### config.mk
export PLATFORM = sky130hd
export DESIGN_NAME = priv_1_12_clint
export DESIGN_NICKNAME = d
export VERILOG_FILES = /design/src/rtl/priv_1_12_clint.sv
export SDC_FILE = /design/constraint.sdc
export NUM_CORES = 1
export LEC_CHECK = 0
export CAP_MARGIN = 20
export CELL_PAD_IN_SITES_DETAIL_PLACEMENT = 1
export CELL_PAD_IN_SITES_GLOBAL_PLACEMENT = 1
export CORE_ASPECT_RATIO = 0.8
export CORE_MARGIN = 2
export CORE_UTILIZATION = 40
export CTS_CLUSTER_DIAMETER = 30
export DETAILED_ROUTE_END_ITERATION = 6
export GPL_TIMING_DRIVEN = 0
export PLACE_DENSITY = 0.78
export REMOVE_ABC_BUFFERS = 1
export SKIP_LAST_GASP = 1
export SLEW_MARGIN = 20
export SYNTH_ARGS = -nofsm -noshare
export SYNTH_HDL_FRONTEND = slang
export SYNTH_SLANG_ARGS = --single-unit
### constraint.sdc
create_clock -name CLK -period 2.34 [get_ports CLK]
set_input_delay 0.351 -clock CLK [delete_from_list [all_inputs] [get_ports CLK]]
set_output_delay 0.351 -clock CLK [all_outputs]
set_load 0.01 [all_outputs]
### src/rtl/priv_1_12_clint.sv
// Core-local interruptor: mtime/mtimecmp/msip on a request/ack bus, plus one-cycle
// set/clear pulses on the timer and software pending edges.
module priv_1_12_clint #(
  parameter logic [31:0] BASE_ADDR = 32'h0200_0000,
  parameter int unsigned TICK_DIV  = 1
) (
  input  logic        CLK,
  input  logic        nRST,
  input  logic        ren,
  input  logic        wen,
  input  logic [31:0] addr,
  input  logic [31:0] wdata,
  input  logic [3:0]  byte_en,
  output logic [31:0] rdata,
  output logic        ack,
  output logic        err,
  output logic        timer_int_m,
  output logic        clear_timer_int_m,
  output logic        soft_int_m,
  output logic        clear_soft_int_m
);

  localparam int unsigned PrescW = (TICK_DIV > 1) ? $clog2(TICK_DIV) : 1;

  typedef enum logic {StIdle, StResp} state_e;

  state_e              state_q;
  logic [PrescW-1:0]   presc_q, presc_d;
  logic [63:0]         mtime_q, mtime_d;
  logic [63:0]         mtimecmp_q, mtimecmp_d;
  logic                msip_q, msip_d;
  logic                tpend_q, spend_q;

  logic [31:0] offset;
  logic        in_win, aligned;
  logic        sel_msip, sel_cmp_lo, sel_cmp_hi, sel_time_lo, sel_time_hi, sel_any;
  logic        req, bad, wr_en, tick, cmp;
  logic [31:0] rd_val;

  function automatic logic [31:0] merge(input logic [31:0] old_val, input logic [31:0] new_val,
                                        input logic [3:0] be);
    logic [31:0] res;
    for (int i = 0; i < 4; i++) begin
      res[8*i +: 8] = be[i] ? new_val[8*i +: 8] : old_val[8*i +: 8];
    end
    return res;
  endfunction

  // Address decode straight from the bus; reads and writes both resolve on the accept edge.
  assign offset      = addr - BASE_ADDR;
  assign in_win      = (offset[31:16] == 16'h0000);
  assign aligned     = (addr[1:0] == 2'b00);
  assign sel_msip    = in_win && aligned && (offset[15:0] == 16'h0000);
  assign sel_cmp_lo  = in_win && aligned && (offset[15:0] == 16'h4000);
  assign sel_cmp_hi  = in_win && aligned && (offset[15:0] == 16'h4004);
  assign sel_time_lo = in_win && aligned && (offset[15:0] == 16'hBFF8);
  assign sel_time_hi = in_win && aligned && (offset[15:0] == 16'hBFFC);
  assign sel_any     = sel_msip | sel_cmp_lo | sel_cmp_hi | sel_time_lo | sel_time_hi;

  assign req   = (state_q == StIdle) && (ren || wen);
  assign bad   = !sel_any || (ren && wen);
  assign wr_en = req && wen && !bad;
  assign tick  = (presc_q == PrescW'(TICK_DIV - 1));
  assign cmp   = (mtime_q >= mtimecmp_q);

  always_comb begin
    rd_val = '0;
    if (sel_msip)         rd_val = {31'b0, msip_q};
    else if (sel_cmp_lo)  rd_val = mtimecmp_q[31:0];
    else if (sel_cmp_hi)  rd_val = mtimecmp_q[63:32];
    else if (sel_time_lo) rd_val = mtime_q[31:0];
    else if (sel_time_hi) rd_val = mtime_q[63:32];
  end

  always_comb begin
    presc_d    = tick ? '0 : presc_q + PrescW'(1);
    mtime_d    = mtime_q;
    mtimecmp_d = mtimecmp_q;
    msip_d     = msip_q;
    // A write to either mtime half suppresses that cycle's increment entirely.
    if (wr_en && sel_time_lo)      mtime_d[31:0]  = merge(mtime_q[31:0], wdata, byte_en);
    else if (wr_en && sel_time_hi) mtime_d[63:32] = merge(mtime_q[63:32], wdata, byte_en);
    else if (tick)                 mtime_d        = mtime_q + 64'd1;
    if (wr_en && sel_cmp_lo) mtimecmp_d[31:0]  = merge(mtimecmp_q[31:0], wdata, byte_en);
    if (wr_en && sel_cmp_hi) mtimecmp_d[63:32] = merge(mtimecmp_q[63:32], wdata, byte_en);
    if (wr_en && sel_msip && byte_en[0]) msip_d = wdata[0];
  end

  always_ff @(posedge CLK or negedge nRST) begin
    if (!nRST) begin
      presc_q    <= '0;
      mtime_q    <= '0;
      mtimecmp_q <= '1;
      msip_q     <= 1'b0;
    end else begin
      presc_q    <= presc_d;
      mtime_q    <= mtime_d;
      mtimecmp_q <= mtimecmp_d;
      msip_q     <= msip_d;
    end
  end

  always_ff @(posedge CLK or negedge nRST) begin
    if (!nRST) begin
      state_q <= StIdle;
      rdata   <= '0;
      err     <= 1'b0;
    end else begin
      unique case (state_q)
        StIdle: begin
          if (ren || wen) begin
            state_q <= StResp;
            rdata   <= (ren && !bad) ? rd_val : '0;
            err     <= bad;
          end
        end
        StResp: begin
          state_q <= StIdle;
          rdata   <= '0;
          err     <= 1'b0;
        end
      endcase
    end
  end

  assign ack = (state_q == StResp);

  always_ff @(posedge CLK or negedge nRST) begin
    if (!nRST) begin
      tpend_q           <= 1'b0;
      spend_q           <= 1'b0;
      timer_int_m       <= 1'b0;
      clear_timer_int_m <= 1'b0;
      soft_int_m        <= 1'b0;
      clear_soft_int_m  <= 1'b0;
    end else begin
      tpend_q           <= cmp;
      spend_q           <= msip_q;
      timer_int_m       <= cmp & ~tpend_q;
      clear_timer_int_m <= ~cmp & tpend_q;
      soft_int_m        <= msip_q & ~spend_q;
      clear_soft_int_m  <= ~msip_q & spend_q;
    end
  end

endmodule

Word-level counts from Yosys, hierarchy flattened
Cells that the tools add are included.
{ "classes": {"addsub": 3, "magnitude_cmp": 1, "mux": 21, "eq_ne": 16, "reduce_logical": 40, "bitwise_logic": 14} }
{ "op_table": {"columns": ["operator", "n"], "rows": [
  ["2-to-1 mux 32 bit", 10],
  ["adder 64 x 1 -> 64 bit, second input constant", 1],
  ["greater-or-equal comparator 64 bit", 1],
  ["2-to-1 mux 64 bit", 1],
  ["one-hot mux 32 bit (2 select lines)", 1],
  ["equality test 16 x 15 -> 1 bit, second input constant", 2],
  ["equality test 16 bit, second input constant", 2],
  ["zero test 16 bit", 2],
  ["2-to-1 mux 8 bit", 4],
  ["subtractor 32 x 26 -> 32 bit, second input constant", 1],
  ["AND reduction 3 bit", 8],
  ["inequality test 2 bit, second input constant", 9],
  ["logical AND 1 bit", 17],
  ["AND reduction 2 bit", 8],
  ["inequality test 2 x 1 -> 1 bit, second input constant", 3],
  ["NOT 1 bit", 6],
  ["bitwise AND 1 bit", 4],
  ["bitwise OR 1 bit", 4],
  ["one-hot mux 1 bit (2 select lines)", 2],
  ["2-to-1 mux 1 bit", 3],
  ["zero test 1 bit", 2],
  ["zero test 2 bit", 1],
  ["logical OR 1 bit", 2],
  ["adder 1 bit, second input constant", 1]
]} }
{ "word_totals": {"out_inout_bits": 38, "register_bits": 170} }

Logic depth before layout (Yosys ltp)
Gate-level depths: netlist of run 1.
{ "depth": {"word_depth": 15, "depth_mapped": 12, "mapped_depth_nobuf": 9} }

Least setup slack after synthesis of run 1
Ideal clock, no wire load.
{ "synth_path": {"path_type": "input to register", "startpoint": "input port addr[25]", "endpoint": "register mtime_q[13]", "stages": 11, "setup_ps": 124, "path_slack_ps": -193, "n_path_buf": 3, "arrival_ps": 2410, "cell_sequence": "inv_1 -> ha_1 -> nor4b_1 -> nand4b_1 -> or4_1 -> buf_2 -> or2_1 -> buf_2 -> buf_6 -> a21oi_2 -> a21oi_1"} }
{ "synth_via": {"elab_chain_len": 15, "elab_cells_between_ends": 23, "cone_classes": "add/sub: 1; eq/ne: 3; mux: 1; bitwise: 4; reduce/logical: 14"} }
{ "synth_lines": {"columns": ["item", "line_no", "rtl"], "rows": [
  ["start, declared", "11", "input logic [31:0] addr,"],
  ["subtractor 32 x 26 -> 32 bit *", "50", "assign offset = addr - BASE_ADDR;"],
  ["zero test 16 bit *", "51", "assign in_win = (offset[31:16] == 16'h0000);"],
  ["logical AND 1 bit *", null, null],
  ["logical AND 1 bit, on equally long branches", "53, 54", null],
  ["bitwise OR 1 bit (4 in series)", "58", "assign sel_any = sel_msip | sel_cmp_lo | sel_cmp_hi | sel_time_lo | sel_time_hi;"],
  ["zero test 1 bit", "61", "assign bad = !sel_any || (ren && wen);"],
  ["logical OR 1 bit", "61", null],
  ["zero test 1 bit", "62", "assign wr_en = req && wen && !bad;"],
  ["logical AND 1 bit", "62", null],
  ["logical AND 1 bit, on equally long branches", "81, 82", null],
  ["inequality test 2 bit (no line) / inequality test 2 x 1 -> 1 bit (equally long branches)", null, null],
  ["AND reduction 3 bit (no line)", null, null],
  ["end signal, assigned", "97", "mtime_q <= mtime_d;"],
  ["end, declared", "29", "logic [63:0] mtime_q, mtime_d;"]
]} }
Mark *: on every way between the ends. The rest lies on a longest branch, timed or not.
A chain may end at the register's enable or synchronous reset.

Final worst setup path of run 1
{ "layout_path": {"startpoint": "register mtime_q[0]", "endpoint": "register mtime_q[45]"} }
{ "layout_via": {"elab_chain_len": 3} }
{ "layout_lines": {"columns": ["item", "line_no", "rtl"], "rows": [
  ["adder 64 x 1 -> 64 bit", "83", "else if (tick) mtime_d = mtime_q + 64'd1;"],
  ["2-to-1 mux 64 bit", "83", null],
  ["2-to-1 mux 32 bit", "82", "else if (wr_en && sel_time_hi) mtime_d[63:32] = merge(mtime_q[63:32], wdata, byte_en);"]
]} }
Every way passes these cells. The select of a mux whose other input is x is not followed.

==> metrics, run 1 <==
outcome=finished with violations; failing checks=negative setup slack; DRT Pass-1 Iters=6; Layout area overhead=46.34%; CTS H-tree depth=4; kind of critical path=flop to flop; Detail Route Antenna Nets=0; r2r worst-path depth=12; Inst Count DP=1633; clk root buf=clkbuf_16; CTS tree=done; synthesized-area fraction occupied by adder cells=0.07848; post-synthesis sequential area ratio=0.4095; total CTS buffers=17; setup ws final=-0.2931 ns; Fin. Hold Viols=0; Pleak=6.230 nW; final setup vio count=63; GPL Wtd Cong=0.8337; worst r2r src=mtime_q[0]; Yosys reg bits=169; Hold WS=0.3882 ns; Max Slew Vio Count=0; Fin Setup TNS=-7.434 ns; number of DRC markers in iteration 0=1273; row count=53; antenna violations before repair=0; detailed placement HPWL=26800 um; DP Area=12130 um2; dominant cell type by area after synthesis=dfrtp_1; mux share of post-synthesis cell area=0.06385; Starting Density=0.4038; register-to-register setup slack=-0.29 ns; total number of vias=11919; Critical Path Start=mtime_q[0]; Synth Cell Area=10520 um2; fin crit share=1.125; CTS sink count=169; Syn Area/Cell=8.711 um2; maximum clock rate=379.8 MHz; Area contributors post-synth=dfrtp_1 25%, dfstp_2 16%, ha_1 7.8%; Total GRT Usage=0.3076; Buffers on Ports=109; fin cells=1787; share of the synthesized area in the top cell type=0.2497; clock-pin slew on the worst setup and hold paths=0.08 ns; Synth Area in Compound Gates=0.2210; vias in the first global route=11281; Tmin final=2.633 ns; unrepaired setup endpoints after global routing=yes; Slew HR=0.3893; delay of the slowest critical-path stage=0.52 ns; n_diodes=0; Tightest Pin Transition=0.9141 ns; Max-Cap Viols=0; Async SR Flop Fraction=1.000; Boundary Pins=110; largest family of logic cells by synthesized area=compound AO/OA/AOI/OAI gates; drt wl/cell=28.99 um; number of synthesized flops with an enable pin=0; DR DRC count=0; Die Width=185.3 um; worst r2r dst=mtime_q[45]; Layout Nets=1555; Post-Route Skew=0.01279 ns; commonest non-fill, non-tap cell in the layout=a21oi_1; WP data arrival=2.99 ns; min-delay worst type=input port to asynchronous set/reset pin; pwr/cell area=407.3 nW/um2; share of cells above drive strength 1=0.3685; CP Launch Type=flop; dominant synthesized flop cell=dfrtp_1; Die Area=27630 um2; most frequent cells in the layout=117 x a21oi_1, 110 x nand2_1, 88 x dfrtp_1; CP max-delay cell=or4b_4; Total Wirelength=51800 um; simple-gate share of the synthesized area=0.1741; Synth Warn #=0; Worst Path Max Fanout=3; pin count of the biggest net entering global routing=71; Worst VDD drop=0.0006209 V; Clock Path Buffers=2; most used cell, CP=buf_6; crit-path cells=buf_6 > buf_6 > and4_4 > or4b_4 > buf_6 > nor4_4 > buf_4 > buf_6 > nand3_2 > nand2_2 > a21oi_2 > a21oi_1; XOR/XNOR share of the synthesized area=0.001665; crit end category=flop; first-pass GRT wire length=64480 um; Design Area, Final=15400 um2; Via-to-Cell Ratio=6.670; Final Power=6.272 mW; Crit path required time=2.70 ns; clk_lat worst skew=0.47 ns; CP endpoint=mtime_q[45]; grt total ovfl=0; post-synth cell types=67; die height=149.1 um; Mapped Cells=1208; core area=26060 um2
-- timing repair --
action	in CTS	in global routing
setup buffers	57	50
gates resized for setup	206	209
hold endpoints to repair	29	0
pin swaps	73	87
setup endpoints to repair	165	160
hold buffers	1	0
gates cloned	4	13
-- sequential cells by signal, summed over array words and instances, names as in the netlist --
name	cells
clear_timer_int_m	1
rdata	32
timer_int_m	1
tpend_q	1
spend_q	1
msip_q	1
mtime_q	64
err	1
soft_int_m	1
clear_soft_int_m	1
ack	1
mtimecmp_q	64
-- worst max-delay path, delay by kind of cell, from the launching register on --
| family | cells | cell delay, ns |
|---|---|---|
| AND/OR/NAND/NOR | 5 | 1.09 |
| buffers and inverters | 5 | 0.69 |
| flip-flops | 1 | 0.40 |
| AO/OA/AOI/OAI | 2 | 0.32 |
-- metal layers --
layer	vias to the layer above	global-route usage	share of wire
met5	-	0	0
met4	0	0.1421	0.067
met3	280	0.07227	0.099
li1	4872	-	-
met2	833	0.4787	0.46
met1	5934	0.4059	0.37
-- worst min-delay path by stage --
| stage | cells after the start | end | slack [ns] | from |
|---|---|---|---|---|
| after floorplan | 0 | ack | 0.06 | nRST |
| after global placement | 1 | timer_int_m | 0.40 | tpend_q |
| after detailed placement | 1 | rdata[9] | 0.30 | nRST |
| after CTS | 2 | rdata[9] | 0.42 | nRST |
| after global routing | 2 | rdata[9] | 0.43 | nRST |
| final | 2 | rdata[9] | 0.39 | nRST |
-- final cells by class --
cell class | count | area (um2)
Clock inverter | 13 | 118.9
Fill cell | 2818 | 10660
Inverter | 76 | 292.8
Clock buffer | 19 | 442.9
Timing Repair Buffer | 242 | 2603
Tap cell | 357 | 446.7
Multi-Input combinational cell | 911 | 7164
Sequential cell | 169 | 4330
-- synthesized netlist by cell type (15+ instances only) --
cell type  number
inv_1          76
nor3_1         17
mux2_2         57
nand3_1        51
a21oi_1       153
buf_2          15
dfstp_2        64
o21ai_0       117
nor2_1         71
ha_1           66
o21ai_1        15
nand2_1       140
o22ai_1        24
nand4_1        31
a221oi_1       32
dfrtp_1       105
clkbuf_1       42
-- power breakdown --
group          switching [mW]  total [mW]  internal, mW
Combinational           0.256       0.422         0.167
Sequential            0.00599        2.94          2.93
Clock                    1.41        2.91          1.50
Total                    1.67        6.27          4.60
-- through the flow --
step | utilization | worst slack (ns)
after floorplan | - | -3.108
after global placement | 0.4530 | -7.289
after detailed placement | 0.4653 | -2.094
after CTS | 0.5376 | -0.1847
after global routing | 0.5909 | -0.3059
final | 0.5909 | -0.2931
-- cells by family (layout without fill, tap and decap cells) --
kind of cell | after synthesis | in the layout
compound gates | 396 | 396
xor+xnor | 2 | 2
fa+ha+maj | 66 | 66
buf+inv | 137 | 350
flops | 169 | 169
mux | 60 | 60
simple gates | 378 | 387
Power figures use the tool's default switching activity.
==> run 2: changes to the inputs <==
--- a/config.mk
+++ b/config.mk
@@ -11,7 +11,7 @@
 export CORE_ASPECT_RATIO = 0.8
 export CORE_MARGIN = 2
 export CORE_UTILIZATION = 40
-export CTS_CLUSTER_DIAMETER = 30
+export CTS_CLUSTER_DIAMETER = 120
 export DETAILED_ROUTE_END_ITERATION = 6
 export GPL_TIMING_DRIVEN = 0
 export PLACE_DENSITY = 0.78
==> results of run 2 <==
Same layout as run 1: the final DEF is identical, and so are final timing and power.
